File: config.mk
export PLATFORM = sky130hd
export DESIGN_NAME = ysyx_25030093_regfile_sb_flat
export DESIGN_NICKNAME = d
export VERILOG_FILES = /design/src/rtl/ysyx_25030093_regfile_sb_if.sv /design/src/rtl/ysyx_25030093_regfile_sb.sv /design/src/flat_wrapper.sv
export SDC_FILE = /design/constraint.sdc
export NUM_CORES = 2
export LEC_CHECK = 0
export CAP_MARGIN = 25
export CORE_ASPECT_RATIO = 1.75
export CORE_MARGIN = 10
export CORE_UTILIZATION = 45
export CTS_CLUSTER_DIAMETER = 200
export DETAILED_ROUTE_END_ITERATION = 6
export HOLD_SLACK_MARGIN = 0.06
export PLACE_DENSITY = 0.66
export SLEW_MARGIN = 30
export SYNTH_ARGS = -nofsm -noshare
export SYNTH_HDL_FRONTEND = slang
export SYNTH_SLANG_ARGS = --single-unit
export TNS_END_PERCENT = 100
File: constraint.sdc
create_clock -name clk -period 40.6 [get_ports clk]
set_input_delay 8.12 -clock clk [delete_from_list [all_inputs] [get_ports clk]]
set_output_delay 8.12 -clock clk [all_outputs]
set_load 0.05 [all_outputs]
File: src/rtl/ysyx_25030093_regfile_sb_if.sv
// Bundles the write-back, issue and read-port signals of the register file.
// The master side belongs to the decode/issue stage and the slave side to the register file.
interface ysyx_25030093_regfile_sb_if #(
    parameter int unsigned ADDR_WIDTH = 5,
    parameter int unsigned DATA_WIDTH = 32,
    parameter int unsigned NREAD      = 2
);
    logic                          wen;
    logic                          w_valid;
    logic [ADDR_WIDTH-1:0]         waddr;
    logic [DATA_WIDTH-1:0]         wdata;
    logic                          issue_valid;
    logic [ADDR_WIDTH-1:0]         issue_addr;
    logic                          issue_ready;
    logic                          flush;
    logic [NREAD*ADDR_WIDTH-1:0]   rd_addr;
    logic [NREAD*DATA_WIDTH-1:0]   rd_data;
    logic [NREAD-1:0]              rd_busy;
    logic                          any_busy;

    modport master (
        output wen, w_valid, waddr, wdata, issue_valid, issue_addr, flush, rd_addr,
        input  issue_ready, rd_data, rd_busy, any_busy
    );

    modport slave (
        input  wen, w_valid, waddr, wdata, issue_valid, issue_addr, flush, rd_addr,
        output issue_ready, rd_data, rd_busy, any_busy
    );
endinterface

File: src/rtl/ysyx_25030093_regfile_sb.sv
// Register file with combinational read ports, one write-back port and a
// per-register saturating pending-write scoreboard for RAW hazard detection.
module ysyx_25030093_regfile_sb #(
    parameter int unsigned ADDR_WIDTH = 5,
    parameter int unsigned DATA_WIDTH = 32,
    parameter int unsigned NREAD      = 2,
    parameter int unsigned CNT_WIDTH  = 2,
    parameter int unsigned BYPASS     = 1
) (
    input logic                      clk,
    input logic                      rst,
    ysyx_25030093_regfile_sb_if.slave bus
);
    localparam int unsigned NREG = 1 << ADDR_WIDTH;
    localparam logic [CNT_WIDTH-1:0] CNT_MAX = '1;

    logic [DATA_WIDTH-1:0] r_rf   [1:NREG-1];
    logic [CNT_WIDTH-1:0]  r_pend [1:NREG-1];

    logic                        w_wr_hit;
    logic                        w_iss_hit;
    logic                        w_issue_ready;
    logic [CNT_WIDTH-1:0]        w_iss_pend;
    logic [NREG-1:1]             w_inc;
    logic [NREG-1:1]             w_dec;
    logic [ADDR_WIDTH-1:0]       w_ra;
    logic [NREAD*DATA_WIDTH-1:0] w_rd_data;
    logic [NREAD-1:0]            w_rd_busy;
    logic                        w_any_busy;

    assign w_wr_hit = bus.wen & bus.w_valid & (bus.waddr != '0);

    always_comb begin
        w_iss_pend = '0;
        if (bus.issue_addr != '0) w_iss_pend = r_pend[bus.issue_addr];
    end

    // A full counter can still accept an issue when a write to it retires this cycle.
    assign w_issue_ready = (bus.issue_addr == '0) | (w_iss_pend != CNT_MAX) |
                           (w_wr_hit & (bus.waddr == bus.issue_addr));
    assign w_iss_hit     = bus.issue_valid & w_issue_ready & (bus.issue_addr != '0);

    always_comb begin
        w_inc = '0;
        w_dec = '0;
        if (w_iss_hit) w_inc[bus.issue_addr] = 1'b1;
        if (w_wr_hit)  w_dec[bus.waddr]      = 1'b1;
    end

    always_ff @(posedge clk or posedge rst) begin
        if (rst) begin
            for (int unsigned r = 1; r < NREG; r++) r_rf[r] <= '0;
        end else if (w_wr_hit) begin
            r_rf[bus.waddr] <= bus.wdata;
        end
    end

    // Writes with no pending count (in flight across a flush) leave the counter at zero.
    always_ff @(posedge clk or posedge rst) begin
        if (rst) begin
            for (int unsigned r = 1; r < NREG; r++) r_pend[r] <= '0;
        end else if (bus.flush) begin
            for (int unsigned r = 1; r < NREG; r++) r_pend[r] <= '0;
        end else begin
            for (int unsigned r = 1; r < NREG; r++) begin
                if (w_inc[r] && !w_dec[r]) begin
                    r_pend[r] <= r_pend[r] + CNT_WIDTH'(1);
                end else if (w_dec[r] && !w_inc[r] && (r_pend[r] != '0)) begin
                    r_pend[r] <= r_pend[r] - CNT_WIDTH'(1);
                end
            end
        end
    end

    always_comb begin
        w_rd_data = '0;
        w_rd_busy = '0;
        w_ra      = '0;
        for (int unsigned i = 0; i < NREAD; i++) begin
            w_ra = bus.rd_addr[i*ADDR_WIDTH +: ADDR_WIDTH];
            if (w_ra != '0) begin
                if ((BYPASS != 0) && w_wr_hit && (bus.waddr == w_ra)) begin
                    w_rd_data[i*DATA_WIDTH +: DATA_WIDTH] = bus.wdata;
                    w_rd_busy[i] = (r_pend[w_ra] > CNT_WIDTH'(1));
                end else begin
                    w_rd_data[i*DATA_WIDTH +: DATA_WIDTH] = r_rf[w_ra];
                    w_rd_busy[i] = (r_pend[w_ra] != '0);
                end
            end
        end
    end

    always_comb begin
        w_any_busy = 1'b0;
        for (int unsigned r = 1; r < NREG; r++) w_any_busy = w_any_busy | (r_pend[r] != '0);
    end

    assign bus.issue_ready = w_issue_ready;
    assign bus.rd_data     = w_rd_data;
    assign bus.rd_busy     = w_rd_busy;
    assign bus.any_busy    = w_any_busy;
endmodule
File: src/flat_wrapper.sv
// flat-port wrapper written by rule: the top's interface ports become plain ports
module ysyx_25030093_regfile_sb_flat 
#(
    parameter int unsigned ADDR_WIDTH = 5,
    parameter int unsigned DATA_WIDTH = 32,
    parameter int unsigned NREAD      = 2,
    parameter int unsigned CNT_WIDTH  = 2,
    parameter int unsigned BYPASS     = 1
)
  (clk, rst, bus_wen, bus_w_valid, bus_waddr, bus_wdata, bus_issue_valid, bus_issue_addr, bus_flush, bus_rd_addr, bus_issue_ready, bus_rd_data, bus_rd_busy, bus_any_busy);
  ysyx_25030093_regfile_sb_if #(.ADDR_WIDTH(ADDR_WIDTH), .DATA_WIDTH(DATA_WIDTH), .NREAD(NREAD)) bus_i ();
  input logic clk;
  input logic rst;
  input wire logic [$bits(bus_i.wen)-1:0] bus_wen;
  input wire logic [$bits(bus_i.w_valid)-1:0] bus_w_valid;
  input wire logic [$bits(bus_i.waddr)-1:0] bus_waddr;
  input wire logic [$bits(bus_i.wdata)-1:0] bus_wdata;
  input wire logic [$bits(bus_i.issue_valid)-1:0] bus_issue_valid;
  input wire logic [$bits(bus_i.issue_addr)-1:0] bus_issue_addr;
  input wire logic [$bits(bus_i.flush)-1:0] bus_flush;
  input wire logic [$bits(bus_i.rd_addr)-1:0] bus_rd_addr;
  output wire logic [$bits(bus_i.issue_ready)-1:0] bus_issue_ready;
  output wire logic [$bits(bus_i.rd_data)-1:0] bus_rd_data;
  output wire logic [$bits(bus_i.rd_busy)-1:0] bus_rd_busy;
  output wire logic [$bits(bus_i.any_busy)-1:0] bus_any_busy;
  assign bus_i.wen = bus_wen;
  assign bus_i.w_valid = bus_w_valid;
  assign bus_i.waddr = bus_waddr;
  assign bus_i.wdata = bus_wdata;
  assign bus_i.issue_valid = bus_issue_valid;
  assign bus_i.issue_addr = bus_issue_addr;
  assign bus_i.flush = bus_flush;
  assign bus_i.rd_addr = bus_rd_addr;
  assign bus_issue_ready = bus_i.issue_ready;
  assign bus_rd_data = bus_i.rd_data;
  assign bus_rd_busy = bus_i.rd_busy;
  assign bus_any_busy = bus_i.any_busy;
  ysyx_25030093_regfile_sb #(.ADDR_WIDTH(ADDR_WIDTH), .DATA_WIDTH(DATA_WIDTH), .NREAD(NREAD), .CNT_WIDTH(CNT_WIDTH), .BYPASS(BYPASS)) u_core (.clk(clk), .rst(rst), .bus(bus_i));
endmodule
==> impl_summary.txt <==
----------------------------------------------------
[Pwr]
  Switching power as a share of total power ... 0.2817
  Part of the total power dissipated in sequential elements ... 0.459
  Leak pwr ... 29.71 nW
  Internal ... 2.000 mW
  Net switching power ... 784.2 uW
  Power per cell area ... 42.52 nW/um^2
  Portion of total power attributed to the clock network ... 0.357
  Maximum vdd drop ... 0.03407 mV
  Comb pwr share ... 0.184

[CTS]
  Maximum clock insertion buffer count ... 3
  Number of H-tree branching levels ... 3
  Clock tree sinks ... 1054
  Count of hold-fix buffers inserted at cts ... 0
  Clk pin slew, worst setup/hold paths ... 60 ps
  # resized after CTS ... 0
  Insertion delay of the later-clocked pin in the worst-skew pair ... 740 ps
  Clock tree from TritonCTS ... built
  Clk Tree Root Cell ... sky130_fd_sc_hd__clkbuf_16
  Clock buffer count from CTS ... 97
  Buffer count from post-CTS setup fixing ... 0

[STA]
  Highest achievable clock rate ... 47.25 MHz
  Total setup violations reported at the end of the flow ... 0
  Setup repair after global routing missed its margin ... false
  Largest clock skew in the final design ... 22.55 ps
  Max-slew violation total from the final report ... 0
  Setup_tns ... 0 ps
  Slew at the pin closest to its max-slew limit ... 1081 ps
  Final cycle utilization of the critical path ... 0.5212
  Worst hold slack across all endpoints ... 492.6 ps
  Worst slew margin ... 0.2791
  Minimum clock period ... 21160 ps
  Fin. Hold Viols ... 0

[Logic synthesis]
  Number of cells produced by synthesis ... 4967
  Leading register cell type out of synthesis ... sky130_fd_sc_hd__dfrtp_1
  Proportion of register bits with asynchronous set or reset after synthesis ... 1.000
  Syn Area/Cell ... 11.95 um^2
  Count of flip-flops with a built-in enable after synthesis ... 0
  Sequential share of the synthesized area ... 0.4443
  Mapped Nets ... 5025
  Mapped Area ... 59360 um^2
  Synth Register Bits ... 1054
  Count of distinct cell types in the synthesized netlist ... 63
  Number of warnings reported in the yosys synthesis log ... 0

[Global routing]
  Initial antenna violation count ... 4
  Wire length of the first global-routing pass ... 303.4 mm
  Pin count of the biggest net entering global routing ... 181
  Via count of the first global-routing pass ... 44731
  Aggregate global routing overflow ... 0
  Global Route Usage Sum ... 0.2781

[Detailed routing]
  Drt pass-1 iters ... 5
  Detailed-route DRC error count ... 0
  Iteration-0 DRC Markers ... 4859
  Vias/cell ... 6.692
  DRT Wirelength ... 206.9 mm
  Post-route ant nets ... 0
  Average wire per cell in the routed design ... 31.34 um
  Via total after detailed routing ... 44168

[Worst setup path]
  Worst path required time ... 32480 ps
  Critical path startpoint category ... input port
  Critical Path End Type ... output port
  Arrival time at the worst endpoint ... 13040 ps
  Type of the worst setup path ... in2out
  CP Max Fanout ... 70
  FF-to-FF path depth ... 8

[Layout]
  Net count reported at finish ... 4886
  Multi-input combinational cell area ... 31220 um^2
  Final Non-Filler Cells ... 6600
  Fill cell instance count of the final layout ... 11282
  Most frequent cells in the layout ... sky130_fd_sc_hd__nand2_1, sky130_fd_sc_hd__dfrtp_1, sky130_fd_sc_hd__mux2_2
  Most common library cell in the layout ignoring fill and taps ... sky130_fd_sc_hd__nand2_1
  Layout cell share with drive strength beyond 1 ... 0.3285
  Total area of sequential cells ... 26380 um^2
  Synthesis-to-layout area growth ... 10.29%

[Die]
  Die W ... 294.6 um
  Number of placement rows ... 176
  Die outline area ... 147400 um^2
  Initial core utilization ... 0.4523
  Die boundary height ... 500.5 um
  Total I/O pin count ... 126
  Area inside the core boundary ... 131200 um^2

[Placement]
  Placed wire-length estimate ... 114.4 mm
  Placed cells ... 6416
  Count of input and output buffers ... 125
  Final weighted congestion in routability-driven placement ... 0.9595

[Outcome]
  Run status ... completed

[Run]
  Max_cap viols ... 0

[Hold path]
  Worst hold stages ... 2
  Worst min path class ... reg2reg

----------------------------------------------------
-- stage by stage --
stage / util / power (mW) / area (um^2) / worst slack [ps]
global placement: 0.4721 / 1.781 / 61960 / 19400
finish: 0.4989 / 2.784 / 65470 / 19440
CTS: 0.4979 / 2.787 / 65350 / 19320
global route: 0.4988 / 2.883 / 65470 / 19120
floorplan: - / 1.653 / 59360 / 2813
detailed placement: 0.4721 / 1.802 / 61970 / 19420
-- layout make-up --
class                   count  area share
well taps                1691     0.03232
inverters                  12   0.0008026
repair buffers            249     0.03541
diodes                      2  0.00007644
clock buffers             137     0.04275
clock inverters            41    0.008886
multi-input cells        3414      0.4769
flip-flops and latches   1054      0.4028
-- per-layer routing --
metal	track usage	routed length, um
met1	0.3361	73670
met2	0.4501	99070
met3	0.06174	19870
met4	0.1703	14230
met5	0	15
-- path summary, 6_finish.rpt --
path	slack [ps]	endpoint	start
min in group asynchronous	7910	u_core.r_rf[726]	rst
worst max-delay path	19440	bus_rd_data[45]	bus_rd_addr[5]
worst min-delay path	490	u_core.r_rf[549]	u_core.r_rf[549]
worst min register to register	490	u_core.r_rf[549]	u_core.r_rf[549]
max in group asynchronous	29170	u_core.r_rf[358]	rst
worst max register to register	37290	u_core.r_pend[47]	u_core.r_pend[16]
-- registers in the layout, indices dropped and copies added, names as in the netlist --
signal / flops
u_core.r_rf: 992
u_core.r_pend: 62
-- kinds of logic after synthesis --
| group | share of synthesized area |
|---|---|
| AOI/OAI and AO/OA | 0.05373 |
| and+or+nand+nor | 0.1115 |
| xor gates and xnor gates | 0.003246 |
| buffers and inverters | 0.03400 |
| DFF | 0.4443 |
| muxes | 0.3532 |
-- critical path, cell delays in order --
cell	delay [ps]
sky130_fd_sc_hd__buf_8	560
sky130_fd_sc_hd__buf_4	770
sky130_fd_sc_hd__buf_4	770
sky130_fd_sc_hd__mux4_2	360
sky130_fd_sc_hd__mux2i_1	100
sky130_fd_sc_hd__a2111oi_0	710
sky130_fd_sc_hd__a21oi_1	220
sky130_fd_sc_hd__a21oi_1	390
sky130_fd_sc_hd__clkdlybuf4s50_1	880
-- synthesized netlist by cell type, types with 13 or more instances --
cell type                   instances  area (um^2)
sky130_fd_sc_hd__nor2_1           186        698.2
sky130_fd_sc_hd__nor2b_1           22        137.6
sky130_fd_sc_hd__o211ai_1          34        255.2
sky130_fd_sc_hd__mux4_2           548        12340
sky130_fd_sc_hd__a2111oi_0         62        543.0
sky130_fd_sc_hd__nor3_1            14        70.07
sky130_fd_sc_hd__o21ai_0           38        190.2
sky130_fd_sc_hd__nand2b_1          13        81.33
sky130_fd_sc_hd__buf_2             72        360.4
sky130_fd_sc_hd__mux2_2           684         7702
sky130_fd_sc_hd__a31oi_1           19        118.9
sky130_fd_sc_hd__buf_1             60        225.2
sky130_fd_sc_hd__o2bb2ai_1         15        131.4
sky130_fd_sc_hd__a21oi_1          166        830.8
sky130_fd_sc_hd__and2_1            16        100.1
sky130_fd_sc_hd__a221oi_1          63        551.8
sky130_fd_sc_hd__nor3b_1           20        150.1
sky130_fd_sc_hd__nor4_1            28        175.2
sky130_fd_sc_hd__and3_1            17        106.4
sky130_fd_sc_hd__dfrtp_1         1054        26380
sky130_fd_sc_hd__mux2i_1           91        910.9
sky130_fd_sc_hd__clkbuf_1         343         1287
sky130_fd_sc_hd__nand2_1         1240         4654
sky130_fd_sc_hd__nor4b_1           13        113.9
-- power by group through the flow --
stage	registers, mW	logic (mW)	clock network [mW]
6_report	1.28	0.511	0.994
4_1_cts	1.27	0.511	1.00
5_1_grt	1.29	0.547	1.04
3_5_place_dp	1.29	0.509	0
2_1_floorplan	1.26	0.390	0
3_3_place_gp	1.28	0.498	0
Note: power is estimated with default switching activity, not from simulation.
